**config.mk**
```make
export PLATFORM = sky130hd
export DESIGN_NAME = ddr_port_scheduler
export DESIGN_NICKNAME = d
export VERILOG_FILES = /design/src/rtl/ddr_port_scheduler.sv
export SDC_FILE = /design/constraint.sdc
export NUM_CORES = 1
export LEC_CHECK = 0
export BUFFER_PORTS_ARGS = -buffer_cell sky130_fd_sc_hd__buf_2
export CORE_AREA = 10 10 130 132
export CTS_BUF_LIST = sky130_fd_sc_hd__clkbuf_16
export DETAILED_ROUTE_END_ITERATION = 10
export DIE_AREA = 0 0 140 142
export GPL_ROUTABILITY_DRIVEN = 0
export GPL_TIMING_DRIVEN = 1
export PLACE_DENSITY_LB_ADDON = 0.3
export SETUP_SLACK_MARGIN = 0.05
export SLEW_MARGIN = 40
export SYNTH_ARGS = -nofsm -noshare
export SYNTH_HDL_FRONTEND = slang
export SYNTH_SLANG_ARGS = --single-unit
```
**constraint.sdc**
```tcl
create_clock -name local_clk_i -period 2.34 [get_ports local_clk_i]
set_clock_uncertainty 0.15 [all_clocks]
set_input_delay 0.234 -clock local_clk_i [delete_from_list [all_inputs] [get_ports local_clk_i]]
set_output_delay 0.234 -clock local_clk_i [all_outputs]
set_load 0.03 [all_outputs]
```
**src/rtl/ddr_port_scheduler.sv**
```systemverilog
`default_nettype none
// ============================================================================
// Module     : ddr_port_scheduler
// Description: Round-robin scheduler in the DDR local clock domain. It shares
//              the single burst interface of the DDR controller wrapper
//              between WB_PORTS requesters. One port is granted per burst.
//              That port's command and data are muxed onto the interface, and
//              beat acks are routed back to the granted port only.
// Revision   : 1.0 - initial release
// ----------------------------------------------------------------------------
// Ports:
//   local_clk_i      DDR local clock (only clock)
//   local_reset_n_i  asynchronous active-low reset
//   req_i            per-port level request, held for the whole burst
//   we_i             per-port write enable
//   adr_i            per-port burst start address (32 bits per port)
//   wdat_i           per-port write data (32 bits per port)
//   sel_i            per-port byte enables (4 bits per port)
//   gnt_o            one-hot grant (registered)
//   ack_o            per-port beat ack (subset of gnt_o)
//   rdat_o           read data, broadcast to all ports
//   acc_o            access request to the controller wrapper (registered)
//   we_o/adr_o/dat_o/sel_o  command/data of the granted port (0 when no grant)
//   buf_width_o      burst length exponent of the granted port, zero-extended
//   ack_i            beat ack from the controller wrapper
//   dat_i            read data from the controller wrapper
//   idle_i           controller wrapper idle
// ============================================================================
module ddr_port_scheduler #(
  parameter int                    WB_PORTS  = 3,
  parameter logic [3*WB_PORTS-1:0] BUF_WIDTH = {3'd3, 3'd3, 3'd3}
) (
  input  logic                     local_clk_i,
  input  logic                     local_reset_n_i,
  input  logic [WB_PORTS-1:0]      req_i,
  input  logic [WB_PORTS-1:0]      we_i,
  input  logic [WB_PORTS*32-1:0]   adr_i,
  input  logic [WB_PORTS*32-1:0]   wdat_i,
  input  logic [WB_PORTS*4-1:0]    sel_i,
  output logic [WB_PORTS-1:0]      gnt_o,
  output logic [WB_PORTS-1:0]      ack_o,
  output logic [31:0]              rdat_o,
  output logic                     acc_o,
  output logic                     we_o,
  output logic [31:0]              adr_o,
  output logic [31:0]              dat_o,
  output logic [3:0]               sel_o,
  output logic [3:0]               buf_width_o,
  input  logic                     ack_i,
  input  logic [31:0]              dat_i,
  input  logic                     idle_i
);

  localparam int              IDX_W     = (WB_PORTS > 1) ? $clog2(WB_PORTS) : 1;
  localparam logic [IDX_W-1:0] LAST_PORT = IDX_W'(WB_PORTS - 1);

  typedef enum logic [1:0] {
    ST_IDLE = 2'd0,
    ST_XFER = 2'd1,
    ST_DONE = 2'd2
  } state_e;

  state_e               state_q,    state_d;
  logic [WB_PORTS-1:0]  gnt_q,      gnt_d;
  logic                 acc_q,      acc_d;
  logic [IDX_W-1:0]     last_gnt_q, last_gnt_d;
  logic [7:0]           beat_cnt_q, beat_cnt_d;

  // Port index 'off' positions after 'base', wrapping at WB_PORTS.
  // base < WB_PORTS and off <= WB_PORTS, so a single wrap is enough.
  function automatic logic [IDX_W-1:0] rr_index(input logic [IDX_W-1:0] base,
                                                 input int               off);
    int sum;
    sum = int'(base) + off;
    if (sum >= WB_PORTS) begin
      sum = sum - WB_PORTS;
    end
    return sum[IDX_W-1:0];
  endfunction

  // --------------------------------------------------------------------------
  // Arbitration: first requester after last_gnt, searching cyclically upward.
  // The loop runs from the farthest offset to the nearest so that the nearest
  // requesting port is the last (winning) assignment.
  // --------------------------------------------------------------------------
  logic             w_pick_valid;
  logic [IDX_W-1:0] w_pick_idx;

  always_comb begin
    w_pick_valid = 1'b0;
    w_pick_idx   = last_gnt_q;
    for (int off = WB_PORTS; off >= 1; off--) begin
      if (req_i[rr_index(last_gnt_q, off)]) begin
        w_pick_valid = 1'b1;
        w_pick_idx   = rr_index(last_gnt_q, off);
      end
    end
  end

  // --------------------------------------------------------------------------
  // Granted-port mux. gnt_q is one-hot or zero, so an AND-OR mux suffices and
  // naturally yields zero on every muxed output when nothing is granted.
  // --------------------------------------------------------------------------
  logic        w_g_req;
  logic        w_g_we;
  logic [31:0] w_g_adr;
  logic [31:0] w_g_dat;
  logic [3:0]  w_g_sel;
  logic [2:0]  w_g_bw;

  always_comb begin
    w_g_req = 1'b0;
    w_g_we  = 1'b0;
    w_g_adr = '0;
    w_g_dat = '0;
    w_g_sel = '0;
    w_g_bw  = '0;
    for (int p = 0; p < WB_PORTS; p++) begin
      if (gnt_q[p]) begin
        w_g_req = w_g_req | req_i[p];
        w_g_we  = w_g_we  | we_i[p];
        w_g_adr = w_g_adr | adr_i[p*32 +: 32];
        w_g_dat = w_g_dat | wdat_i[p*32 +: 32];
        w_g_sel = w_g_sel | sel_i[p*4 +: 4];
        w_g_bw  = w_g_bw  | BUF_WIDTH[p*3 +: 3];
      end
    end
  end

  // Count value of the final beat of the granted burst (2^bw - 1).
  logic [7:0] w_last_beat;
  assign w_last_beat = 8'((9'd1 << w_g_bw) - 9'd1);

  logic w_final_ack;
  assign w_final_ack = ack_i && (beat_cnt_q == w_last_beat);

  // --------------------------------------------------------------------------
  // Next-state logic
  // --------------------------------------------------------------------------
  always_comb begin
    state_d    = state_q;
    gnt_d      = gnt_q;
    acc_d      = acc_q;
    last_gnt_d = last_gnt_q;
    beat_cnt_d = beat_cnt_q;

    case (state_q)
      ST_IDLE: begin
        gnt_d = '0;
        acc_d = 1'b0;
        if (idle_i && w_pick_valid) begin
          state_d    = ST_XFER;
          acc_d      = 1'b1;
          last_gnt_d = w_pick_idx;
          beat_cnt_d = '0;
          for (int p = 0; p < WB_PORTS; p++) begin
            gnt_d[p] = (w_pick_idx == IDX_W'(p));
          end
        end
      end

      ST_XFER: begin
        if (ack_i) begin
          beat_cnt_d = beat_cnt_q + 8'd1;
        end
        // Completion and abort both release the interface on the next cycle.
        if (w_final_ack || !w_g_req) begin
          state_d = ST_DONE;
          gnt_d   = '0;
          acc_d   = 1'b0;
        end
      end

      ST_DONE: begin
        gnt_d = '0;
        acc_d = 1'b0;
        if (idle_i) begin
          state_d = ST_IDLE;
        end
      end

      default: begin
        state_d = ST_IDLE;
        gnt_d   = '0;
        acc_d   = 1'b0;
      end
    endcase
  end

  // --------------------------------------------------------------------------
  // State and registered outputs
  // --------------------------------------------------------------------------
  always_ff @(posedge local_clk_i or negedge local_reset_n_i) begin
    if (!local_reset_n_i) begin
      state_q    <= ST_IDLE;
      gnt_q      <= '0;
      acc_q      <= 1'b0;
      last_gnt_q <= LAST_PORT;   // port 0 wins the first arbitration
      beat_cnt_q <= '0;
    end else begin
      state_q    <= state_d;
      gnt_q      <= gnt_d;
      acc_q      <= acc_d;
      last_gnt_q <= last_gnt_d;
      beat_cnt_q <= beat_cnt_d;
    end
  end

  // --------------------------------------------------------------------------
  // Outputs
  // --------------------------------------------------------------------------
  assign gnt_o       = gnt_q;
  assign acc_o       = acc_q;
  // Ack routing is combinational so a beat acked on the cycle the request
  // drops still reaches the port; after that gnt_q is clear and acks vanish.
  assign ack_o       = (state_q == ST_XFER) ? (gnt_q & {WB_PORTS{ack_i}}) : '0;
  assign we_o        = w_g_we;
  assign adr_o       = w_g_adr;
  assign dat_o       = w_g_dat;
  assign sel_o       = w_g_sel;
  assign buf_width_o = {1'b0, w_g_bw};
  assign rdat_o      = dat_i;

endmodule
`default_nettype wire

```
==> results.cfg <==
[timing]
worst_pin_slew_ps = 531
rsz0062_at_grt = yes
slew_violations = 0
finalWorstSetupSlack_ps = 121
hold_violations = 0
fin_crit_sh_pct = 94.8
maxSlewHeadroom_pct = 64.6
setup_violations = 0
post-route-min-period_ps = 2220
fmax_mhz = 451

[floorplanning]
core_region_area_um2 = 14300
io_pins = 358
dieArea_um2 = 19900
num_rows = 44
die_x_um = 140
start_util_pct = 16.3
die-height_um = 142

[cells_and_area]
diodes = 0
area_delta_synth_final_pct = 66.6
layout.nets = 807
drive_gt1_share_pct = 57.2

[setup_path]
end_kind = flop
reg2reg_from = last_gnt_q[1]
r2r_end = gnt_o[0]
cp_slowest_cell = dfstp_2
path_buf_inv = 2
rrSetupSlack_ps = 120
cp_max_fo = 7
crit_family = compound AO/OA/AOI/OAI gates
critPathKind = flop to flop
cp_data_arrival_time_ps = 2200
crit_path_cell_trace = inv_2 > ha_4 > buf_4 > nor2_1 > o21ai_0 > a221o_1 > and3_1 > a22o_1
required_ps = 2320
rr_worst_depth = 8
cp_slowest_stage_delay_ps = 550
cp-start-kind = flop

[drt]
via_count = 3561
drc = 0
dr.pass1.iters = 9
wl_per_cell_um = 19.9
wl_um = 14700
drt_iter0_markers = 478
vias_per_cell = 4.81
ant_nets = 0

[grt]
busiest_layer = met2
grt_usage_pct = 12.9
grt_max_degree = 48
met2_usage_pct = 24.1
grt_pass1_wl_um = 21000
grt_pass1_vias = 3505
use_met1_pct = 14.5
overflow = 0
gr-usage-met3_pct = 3.34
antenna_found_initial = 0

[clock_network]
cts_tree = done
clkLatencyLatePin_ps = 250
cts_made_buffers = 3
cts_buffer_depth = 2
h-tree-depth = 1
root_buffer = clkbuf_16
path_clk_slew_ps = 50
cts_sinks = 16

[pwr]
finalPower_mw = 4.86
leakagePower_nw = 2.57
max-vdd-ir-drop_mv = 0.583
power_density_nw_per_um2 = 1250

[yosys]
async_reset_ff_share_pct = 100
yosysMostFrequentCell = inv_1
synth_common_cells = inv_1 (73), a222oi_1 (70), buf_4 (36), dfrtp_1 (15)
synth_area_leaders = a222oi_1 (30%), dfrtp_1 (16%), inv_1 (12%)
synth_top_flop_cell = dfrtp_1
yosysTopAreaCell = a222oi_1
ys_seq_area_share_pct = 17.2
synth_edf_count = 0
syn_area_um2 = 2330
yosysWarnings = 0
synth.ff_latch_count = 16
synth_cell_types = 48
syn_inst = 308
syn_avg_cell_area_um2 = 7.57
netlist.area_leader.share_pct = 30.1

[status]
status = completed

[hold_path]
hp-class = primary input to flop
hold-path-endpoint = state_q[1]
worstHoldStart = idle_i
min_path_cells = 3

[flow_run]
maxCapViolations = 0

[place]
dp_slack_ps = -18.9
dp_hpwl_um = 12500
port-buffer-count = 291
cell usage in the layout (no fill, tap or decap), types with 4 or more instances in the layout:
master	instances
buf_2	291
o21ai_0	8
nor2_1	12
and2_1	4
nand3_1	5
dfrtp_1	12
nand2_1	7
inv_1	72
nor2b_1	4
a21oi_1	4
buf_4	10
a222oi_1	70
per-stage QoR:
stage               setup TNS [ps]  hold WS, ps  util, %  std cells  area, um^2
finish                           0          123     27.1        740        3880
global route                     0          146     27.1        740        3880
CTS                              0          128     27.0        737        3860
detailed placement           -18.9         19.9     26.3        732        3760
global placement                 0         10.4     26.3        732        3760
floorplan                        0         -212        -        309        2330
flip-flops by register name, summed over array words and instances, names as in the netlist:
| register | cells |
|---|---|
| state_q | 2 |
| gnt_o | 3 |
| beat_cnt_q | 8 |
| acc_o | 1 |
| last_gnt_q | 2 |
layer usage:
| layer | routed length [um] | up-vias | part of all wire, % |
|---|---|---|---|
| met5 | 0 | - | 0 |
| met2 | 7710 | 197 | 52 |
| met4 | 246 | 0 | 1.7 |
| met3 | 1410 | 27 | 9.6 |
| met1 | 5370 | 1710 | 36 |
| li1 | - | 1627 | - |
cells by family (layout without fill, tap and decap cells):
| family | Yosys count | count (layout) | synth area share [%] |
|---|---|---|---|
| buffers and inverters | 135 | 382 | 28.1 |
| AO/OA/AOI/OAI | 97 | 97 | 38.0 |
| AND/OR/NAND/NOR | 47 | 47 | 11.2 |
| flip-flops | 16 | 16 | 17.2 |
| XOR/XNOR | 6 | 6 | 2.25 |
| adder cells (fa/ha/maj) | 4 | 4 | 2.15 |
| multiplexers | 2 | 2 | 1.02 |
| other | 1 | 2 | 0.161 |
worst max path at each step:
stage                  startpoint       end  slack (ps)  cells past startpoint
global placement    last_gnt_q[1]  gnt_o[0]         0.2                      8
finish              last_gnt_q[1]  gnt_o[0]         120                      8
CTS                 last_gnt_q[1]  gnt_o[0]         110                      8
global route        last_gnt_q[1]  gnt_o[0]          30                      8
floorplan           last_gnt_q[1]  gnt_o[1]         210                      8
detailed placement  last_gnt_q[1]  gnt_o[0]         -20                      8
power by group:
| group | switching [mW] | internal [mW] |
|---|---|---|
| registers | 0.0675 | 0.355 |
| logic | 2.69 | 1.41 |
| clock network | 0.107 | 0.227 |
worst min-delay path: cells and delay by family:
kind | cells | cell delay (ps)
AND/OR/NAND/NOR | 1 | 90
buffers and inverters | 1 | 80
AO/OA/AOI/OAI | 1 | 70
cell type report:
type / count / area (um^2)
flip-flops and latches: 16 / 405
repair buffers: 305 / 1600
inverters: 73 / 274
well taps: 184 / 230
clock inverters: 1 / 3.75
multi-input cells: 158 / 1290
fillers: 1620 / 10400
clock buffers: 3 / 75.1
repair_timing:
action	CTS	global route
hold buffers	1	0
resized for setup	2	2
pin swaps	0	2
setup endpoints to repair	4	5
setup buffers	0	3
endpoints found under the hold margin	15	0
Note: power is estimated with default switching activity, not from simulation.
